File: src/rtl/uart_dbus_tx_bridge_if.sv
// Bundle of the host-UART, transceiver-handshake and status signals of the
// UART to D-bus transmit bridge. The bridge takes the master view (it offers
// bytes to the transceiver); the transceiver/host side takes the slave view.
interface uart_dbus_tx_bridge_if #(
  parameter int FIFO_AW = 4
);
  logic               i_uart_rx;
  logic               i_busy;
  logic               i_receiving;
  logic [7:0]         o_data;
  logic               o_enable;
  logic               o_rts;
  logic [FIFO_AW:0]   o_fifo_count;
  logic               o_overrun;
  logic               o_frame_err;

  modport master (
    input  i_uart_rx, i_busy, i_receiving,
    output o_data, o_enable, o_rts, o_fifo_count, o_overrun, o_frame_err
  );

  modport slave (
    output i_uart_rx, i_busy, i_receiving,
    input  o_data, o_enable, o_rts, o_fifo_count, o_overrun, o_frame_err
  );
endinterface

File: src/rtl/uart_dbus_tx_bridge.sv
// UART to TI-link D-bus transmit bridge.
// Receives host UART bytes, queues them in a circular byte FIFO and offers
// them one at a time to the D-bus transceiver, holding each offer until the
// transceiver starts transmitting (busy while not receiving).
// Build option: define UART_PARITY_EN for 8E1 framing (default is 8N1).
module uart_dbus_tx_bridge #(
  parameter int CLKS_PER_BIT = 104,
  parameter int FIFO_AW      = 4
) (
  input  logic                  i_clock,
  input  logic                  i_reset,
  uart_dbus_tx_bridge_if.master bus
);

  localparam int DEPTH = 1 << FIFO_AW;
  localparam int CW    = $clog2(CLKS_PER_BIT);
  localparam logic [CW-1:0]      HALF_M1 = CW'(CLKS_PER_BIT / 2 - 1);
  localparam logic [CW-1:0]      FULL_M1 = CW'(CLKS_PER_BIT - 1);
  localparam logic [FIFO_AW:0]   LVL_FULL = (FIFO_AW + 1)'(DEPTH);
  localparam logic [FIFO_AW:0]   RTS_MAX  = (FIFO_AW + 1)'(DEPTH - 2);

  localparam logic [2:0] R_IDLE   = 3'd0;
  localparam logic [2:0] R_START  = 3'd1;
  localparam logic [2:0] R_DATA   = 3'd2;
`ifdef UART_PARITY_EN
  localparam logic [2:0] R_PARITY = 3'd3;
`endif
  localparam logic [2:0] R_STOP   = 3'd4;
  localparam logic [2:0] R_BREAK  = 3'd5;

  localparam logic [1:0] T_IDLE     = 2'd0;
  localparam logic [1:0] T_OFFER    = 2'd1;
  localparam logic [1:0] T_WAITDONE = 2'd2;

  // FIFO occupancy after one cycle of optional push and pop
  function automatic logic [FIFO_AW:0] level_next(input logic [FIFO_AW:0] lvl,
                                                  input logic push, input logic pop);
    case ({push, pop})
      2'b10:   level_next = lvl + 1'b1;
      2'b01:   level_next = lvl - 1'b1;
      default: level_next = lvl;
    endcase
  endfunction

  logic               rx_p0, rx_p1;
  logic [2:0]         rx_state;
  logic [CW-1:0]      clk_cnt;
  logic [2:0]         bit_idx;
  logic [7:0]         rx_shift;
  logic [7:0]         rx_byte_p2;
  logic               vld_p2;
  logic               overrun_r, frame_err_r;
`ifdef UART_PARITY_EN
  logic               par_err;
`endif
  logic               data_tick, stop_tick;

  logic [7:0]         mem [DEPTH];
  logic [FIFO_AW-1:0] wptr, rptr;
  logic [FIFO_AW:0]   count, count_nxt;
  logic               rts_r;
  logic               pop;

  logic [1:0]         tx_state;
  logic [7:0]         data_r;
  logic               enable_r;

  // Two-flop synchroniser for the asynchronous host line (idles high)
  always_ff @(posedge i_clock or posedge i_reset) begin
    if (i_reset) begin
      rx_p0 <= 1'b1;
      rx_p1 <= 1'b1;
    end else begin
      rx_p0 <= bus.i_uart_rx;
      rx_p1 <= rx_p0;
    end
  end

  assign data_tick = (rx_state == R_DATA) && (clk_cnt == FULL_M1);
  assign stop_tick = (rx_state == R_STOP) && (clk_cnt == FULL_M1);

  // Receive framing: start qualification, bit sampling, stop/break handling
  always_ff @(posedge i_clock or posedge i_reset) begin
    if (i_reset) begin
      rx_state    <= R_IDLE;
      clk_cnt     <= '0;
      bit_idx     <= '0;
      vld_p2      <= 1'b0;
      overrun_r   <= 1'b0;
      frame_err_r <= 1'b0;
`ifdef UART_PARITY_EN
      par_err     <= 1'b0;
`endif
    end else begin
      vld_p2      <= 1'b0;
      overrun_r   <= 1'b0;
      frame_err_r <= 1'b0;
      case (rx_state)
        R_IDLE: begin
          if (!rx_p1) begin
            rx_state <= R_START;
            clk_cnt  <= '0;
            bit_idx  <= '0;
          end
        end
        R_START: begin
          if (clk_cnt == HALF_M1) begin
            clk_cnt  <= '0;
            rx_state <= rx_p1 ? R_IDLE : R_DATA;
          end else begin
            clk_cnt <= clk_cnt + 1'b1;
          end
        end
        R_DATA: begin
          if (clk_cnt == FULL_M1) begin
            clk_cnt <= '0;
            bit_idx <= bit_idx + 1'b1;
            if (bit_idx == 3'd7) begin
`ifdef UART_PARITY_EN
              rx_state <= R_PARITY;
`else
              rx_state <= R_STOP;
`endif
            end
          end else begin
            clk_cnt <= clk_cnt + 1'b1;
          end
        end
`ifdef UART_PARITY_EN
        R_PARITY: begin
          if (clk_cnt == FULL_M1) begin
            clk_cnt  <= '0;
            par_err  <= rx_p1 ^ (^rx_shift);
            rx_state <= R_STOP;
          end else begin
            clk_cnt <= clk_cnt + 1'b1;
          end
        end
`endif
        R_STOP: begin
          if (clk_cnt == FULL_M1) begin
            clk_cnt <= '0;
            if (!rx_p1) begin
              frame_err_r <= 1'b1;
              rx_state    <= R_BREAK;
`ifdef UART_PARITY_EN
            end else if (par_err) begin
              frame_err_r <= 1'b1;
              rx_state    <= R_IDLE;
`endif
            end else begin
              rx_state <= R_IDLE;
              if (count == LVL_FULL) overrun_r <= 1'b1;
              else                   vld_p2    <= 1'b1;
            end
          end else begin
            clk_cnt <= clk_cnt + 1'b1;
          end
        end
        R_BREAK: begin
          if (rx_p1) rx_state <= R_IDLE;
        end
        default: rx_state <= R_IDLE;
      endcase
    end
  end

  // Receive datapath: LSB-first shift register and the byte handed to the FIFO
  always_ff @(posedge i_clock) begin
    if (data_tick) rx_shift   <= {rx_p1, rx_shift[7:1]};
    if (stop_tick) rx_byte_p2 <= rx_shift;
  end

  // FIFO storage write
  always_ff @(posedge i_clock) begin
    if (vld_p2) mem[wptr] <= rx_byte_p2;
  end

  assign pop       = (tx_state == T_OFFER) && bus.i_busy && !bus.i_receiving;
  assign count_nxt = level_next(count, vld_p2, pop);

  // FIFO pointers, occupancy and registered host flow control
  always_ff @(posedge i_clock or posedge i_reset) begin
    if (i_reset) begin
      wptr  <= '0;
      rptr  <= '0;
      count <= '0;
      rts_r <= 1'b1;
    end else begin
      if (vld_p2) wptr <= wptr + 1'b1;
      if (pop)    rptr <= rptr + 1'b1;
      count <= count_nxt;
      rts_r <= (count_nxt <= RTS_MAX);
    end
  end

  // Transceiver handshake: offer head, pop only once transmission has started
  always_ff @(posedge i_clock or posedge i_reset) begin
    if (i_reset) begin
      tx_state <= T_IDLE;
      data_r   <= '0;
      enable_r <= 1'b0;
    end else begin
      case (tx_state)
        T_IDLE: begin
          if (count != '0) begin
            data_r   <= mem[rptr];
            enable_r <= 1'b1;
            tx_state <= T_OFFER;
          end
        end
        T_OFFER: begin
          if (pop) begin
            enable_r <= 1'b0;
            tx_state <= T_WAITDONE;
          end
        end
        T_WAITDONE: begin
          if (!bus.i_busy) tx_state <= T_IDLE;
        end
        default: tx_state <= T_IDLE;
      endcase
    end
  end

  assign bus.o_data       = data_r;
  assign bus.o_enable     = enable_r;
  assign bus.o_rts        = rts_r;
  assign bus.o_fifo_count = count;
  assign bus.o_overrun    = overrun_r;
  assign bus.o_frame_err  = frame_err_r;

endmodule

File: src/flat_wrapper.sv
// flat-port wrapper written by rule: the top's interface ports become plain ports
module uart_dbus_tx_bridge_flat 
#(
  parameter int CLKS_PER_BIT = 104,
  parameter int FIFO_AW      = 4
)
  (i_clock, i_reset, bus_i_uart_rx, bus_i_busy, bus_i_receiving, bus_o_data, bus_o_enable, bus_o_rts, bus_o_fifo_count, bus_o_overrun, bus_o_frame_err);
  uart_dbus_tx_bridge_if #(.FIFO_AW(FIFO_AW)) bus_i ();
  input  logic i_clock;
  input  logic i_reset;
  input wire logic [$bits(bus_i.i_uart_rx)-1:0] bus_i_uart_rx;
  input wire logic [$bits(bus_i.i_busy)-1:0] bus_i_busy;
  input wire logic [$bits(bus_i.i_receiving)-1:0] bus_i_receiving;
  output wire logic [$bits(bus_i.o_data)-1:0] bus_o_data;
  output wire logic [$bits(bus_i.o_enable)-1:0] bus_o_enable;
  output wire logic [$bits(bus_i.o_rts)-1:0] bus_o_rts;
  output wire logic [$bits(bus_i.o_fifo_count)-1:0] bus_o_fifo_count;
  output wire logic [$bits(bus_i.o_overrun)-1:0] bus_o_overrun;
  output wire logic [$bits(bus_i.o_frame_err)-1:0] bus_o_frame_err;
  assign bus_i.i_uart_rx = bus_i_uart_rx;
  assign bus_i.i_busy = bus_i_busy;
  assign bus_i.i_receiving = bus_i_receiving;
  assign bus_o_data = bus_i.o_data;
  assign bus_o_enable = bus_i.o_enable;
  assign bus_o_rts = bus_i.o_rts;
  assign bus_o_fifo_count = bus_i.o_fifo_count;
  assign bus_o_overrun = bus_i.o_overrun;
  assign bus_o_frame_err = bus_i.o_frame_err;
  uart_dbus_tx_bridge #(.CLKS_PER_BIT(CLKS_PER_BIT), .FIFO_AW(FIFO_AW)) u_core (.i_clock(i_clock), .i_reset(i_reset), .bus(bus_i));
endmodule
File: config.mk
export PLATFORM = sky130hd
export DESIGN_NAME = uart_dbus_tx_bridge_flat
export DESIGN_NICKNAME = d
export VERILOG_FILES = /design/src/rtl/uart_dbus_tx_bridge_if.sv /design/src/rtl/uart_dbus_tx_bridge.sv /design/src/flat_wrapper.sv
export SDC_FILE = /design/constraint.sdc
export NUM_CORES = 1
export LEC_CHECK = 0
export CORE_ASPECT_RATIO = 1.25
export CORE_UTILIZATION = 45
export CTS_CLUSTER_DIAMETER = 150
export DETAILED_ROUTE_END_ITERATION = 6
export SYNTH_ARGS = -nofsm -noshare
export SYNTH_HDL_FRONTEND = slang
export SYNTH_SLANG_ARGS = --single-unit
File: constraint.sdc
create_clock -name i_clock -period 5.15 [get_ports i_clock]
set_input_delay 1.03 -clock i_clock [delete_from_list [all_inputs] [get_ports i_clock]]
set_output_delay 1.03 -clock i_clock [all_outputs]
set_load 0.01 [all_outputs]
==> metrics.md <==
| Metric | Value |
|---|---|
| Startpoint types | `input pin` |
| DR iter-0 viols | `219` |
| P_leak | `2.892 nW` |
| Mapped cell area | `7553 µm²` |
| Num rows | `52` |
| Via count | `3743` |
| Critical-path maximum fanout | `8` |
| Final Cell Area | `8536 µm²` |
| Nets@finish | `475` |
| Max-Cap Viols | `0` |
| Grt ovf | `0` |
| Root Buffer | `clkbuf_16` |
| Die Ht | `146.9 µm` |
| Seq pwr share | `0.482` |
| Pwr Total | `3.863 mW` |
| Cell-internal power | `2.788 mW` |
| Slowest cell on crit path | `nor4b_2` |
| Clock group share of total power | `0.317` |
| ANT nets after route | `0` |
| PD cells | `452.6 nW/µm²` |
| WP data required | `5480 ps` |
| Residual DRC count | `0` |
| Net Sw Power | `1.075 mW` |
| Worst-margin pin slew | `1212 ps` |
| # setup viols final | `0` |
| Crit path time final | `3504 ps` |
| Number of synthesized flops with an enable pin | `144` |
| Min-Delay Path Class | `reg2reg` |
| CTS Buffer Depth | `2` |
| Die Span X | `117.9 µm` |
| Yosys top cell by area | `edfxtp_1` |
| Fraction of post-synthesis cell area in the top cell type by area | `0.5725` |
| Critical Path, Cell by Cell | `clkdlybuf4s50_1 > nor4b_2 > ha_1 > xor2_1 > ha_1 > o21ai_0 > a221oi_1 > o221a_2 > xor2_1 > a41oi_1` |
| Crit path largest cell delay | `620 ps` |
| Commonest cells after routing, fill and taps aside | `edfxtp_1, dfrtp_1, mux4_2, nand2_1, clkdlybuf4s50_1` |
| Routed WL per cell | `19.22 µm` |
| Number of global-route vias before repair | `3960` |
| Synth Area per Inst | `17.28 µm²` |
| Hold-fix buffers, CTS | `0` |
| Vias per cell | `5.440` |
| Placed cells | `656` |
| Unique masters post-synth | `49` |
| Clock Latency Late Sink | `420 ps` |
| Tcrit/Tclk final | `0.6803` |
| Sw frac | `0.2783` |
| Drt first pass iters | `4` |
| First-pass GRT wire length | `21530 µm` |
| Min Hold Slack | `359.1 ps` |
| Post-CTS Setup Bufs | `0` |
| # clock sinks | `187` |
| WP buf/inv | `1` |
| Clk slew on worst S/H paths | `70 ps` |
| Detailed Place HPWL | `8817 µm` |
| Syn Inst Count | `437` |
| H-tree depth | `4` |
| Cell family with most CP delay | `compound AO/OA/AOI/OAI gates` |
| Clock buffer count from CTS | `17` |
| Area grow syn2layout | `13.00%` |
| Total length of routed wires | `13230 µm` |
| Placed Instance Area | `7981 µm²` |
| Post-layout util | `0.5227` |
| Sequential area share after synthesis | `0.7154` |
| Layout cells sized above 1 | `0.1843` |
| Placement Setup Slack | `1193 ps` |
| Largest cells by area after synthesis | `edfxtp_1, dfrtp_1, mux4_2` |
| Initial antenna violation count | `0` |
| Most common cell after layout, fill and taps aside | `edfxtp_1` |
| RSZ-0062 raised after global routing | `no` |
| Pin count of the biggest net entering global routing | `44` |
| Die footprint | `17310 µm²` |
| Critical path class | `in2reg` |
| Final setup margin | `1646 ps` |
| Relative slew slack | `0.1855` |
| I/O Buffers | `21` |
| Async set or reset register ratio after synthesis | `0.2299` |
| Gp weighted congestion | `0.7668` |
| Crit path DAT | `3830 ps` |
| Resized Gates After CTS | `0` |
| Final cell count without fillers | `688` |
| GRT Resource Usage Total | `0.1667` |
| Num ports | `22` |
| Clock skew | `9.903 ps` |
| CTS tree | `built` |
| Max rail drop VDD | `0.2180 mV` |
| Antenna Cells | `0` |
| Register bit count reported by yosys | `187` |
| Starting Density | `0.4625` |
| Critical path endpoint category | `register` |
| Syn_nets | `453` |
| Max frequency | `285.4 MHz` |
| Total negative slack | `0 ps` |
| Final hold viol count | `0` |
| Synth Warn # | `0` |
| Part of the power in combinational logic | `0.201` |
| Main synth FF type | `edfxtp_1` |
| Slew Viols, Final | `0` |
| Core area | `16330 µm²` |
| Result of the run | `finished, final reports clean` |
==> cell usage after synthesis, types with 5 or more instances <==
library cell  number
xnor2_1            8
buf_2              5
a21oi_1           12
mux2i_1           17
dfrtp_1           40
o21ai_0            9
a22o_1             6
edfxtp_1         144
nor3_1            10
inv_1              8
nand2_1           24
nand2b_1           6
mux4_2            32
xor2_1             7
nor2_1            20
clkbuf_1          16
o221ai_1           8
nand3_1            6
ha_1              11
==> power groups by stage <==
stage          registers [mW]  clock network (mW)  logic, mW
6_report                 1.86                1.22      0.778
3_3_place_gp             1.90                   0      0.794
3_5_place_dp             1.90                   0      0.798
5_1_grt                  1.88                1.31      0.855
2_1_floorplan            1.80                   0      0.626
4_1_cts                  1.87                1.25      0.799
==> flip-flops by register name, summed over array words and instances, names as in the netlist <==
name and cells:
u_core.mem 128, u_core.bus.o_frame_err 1, u_core.bus.o_data 8, u_core.rx_p1 1, u_core.bus.o_fifo_count 5, u_core.clk_cnt 7
u_core.rptr 4, u_core.bus.o_overrun 1, u_core.tx_state 2, u_core.bus.o_enable 1, u_core.rx_state 3, u_core.wptr 4
u_core.rx_byte_p2 8, u_core.rx_p0 1, u_core.bit_idx 3, u_core.bus.o_rts 1, u_core.vld_p2 1, u_core.rx_shift 8
==> cell type report <==
cell class / count / area [µm²]
repair buffers: 26 / 247.7
well taps: 216 / 270.3
flip-flops and latches: 187 / 5406
fillers: 1299 / 7795
inverters: 8 / 30.03
clock buffers: 18 / 429.2
clock inverters: 14 / 125.1
multi-input cells: 219 / 2027
==> worst register-to-register path, delay by kind of cell, from the launching register on <==
kind	cells	cell delay (ps)
AOI/OAI and AO/OA	4	700
adders and majority gates	2	650
and+or+nand+nor	1	720
xor gates and xnor gates	2	360
DFF	1	440
==> logic make-up (layout without fill, tap and decap cells) <==
family | after synthesis | count (layout) | share of synthesized area
simple gates | 93 | 93 | 0.06344
xor+xnor | 15 | 15 | 0.01739
flops | 187 | 187 | 0.7154
compound gates | 48 | 48 | 0.04688
mux | 52 | 52 | 0.1224
fa+ha+maj | 11 | 11 | 0.01822
buf+inv | 31 | 66 | 0.01623
==> routing by layer <==
metal | part of all wire | global-route usage | up-vias
met5 | 0 | 0 | -
met3 | 0.031 | 0.03998 | 11
met1 | 0.42 | 0.2011 | 1908
met4 | 0.012 | 0.05897 | 0
li1 | - | - | 1766
met2 | 0.53 | 0.2918 | 58
==> final timing paths <==
| path | end | slack, ps | cells past startpoint | from |
|---|---|---|---|---|
| worst max-delay path | u_core.bus.o_rts$_DFF_PP1_ | 1650 | 10 | bus_i_busy |
| worst min register to register | u_core.rx_p1$_DFF_PP1_ | 360 | 0 | u_core.rx_p0$_DFF_PP1_ |
| worst max register to register | u_core.bus.o_rts$_DFF_PP1_ | 2200 | 9 | u_core.tx_state[1]$_DFFE_PP0P_ |
| min in group asynchronous | u_core.rx_state[1]$_DFFE_PP0P_ | 1140 | 2 | i_reset |
| worst min-delay path | u_core.rx_p1$_DFF_PP1_ | 360 | 0 | u_core.rx_p0$_DFF_PP1_ |
| max in group asynchronous | u_core.rptr[0]$_DFFE_PP0P_ | 3360 | 2 | i_reset |
(Power assumes the default switching activity.)
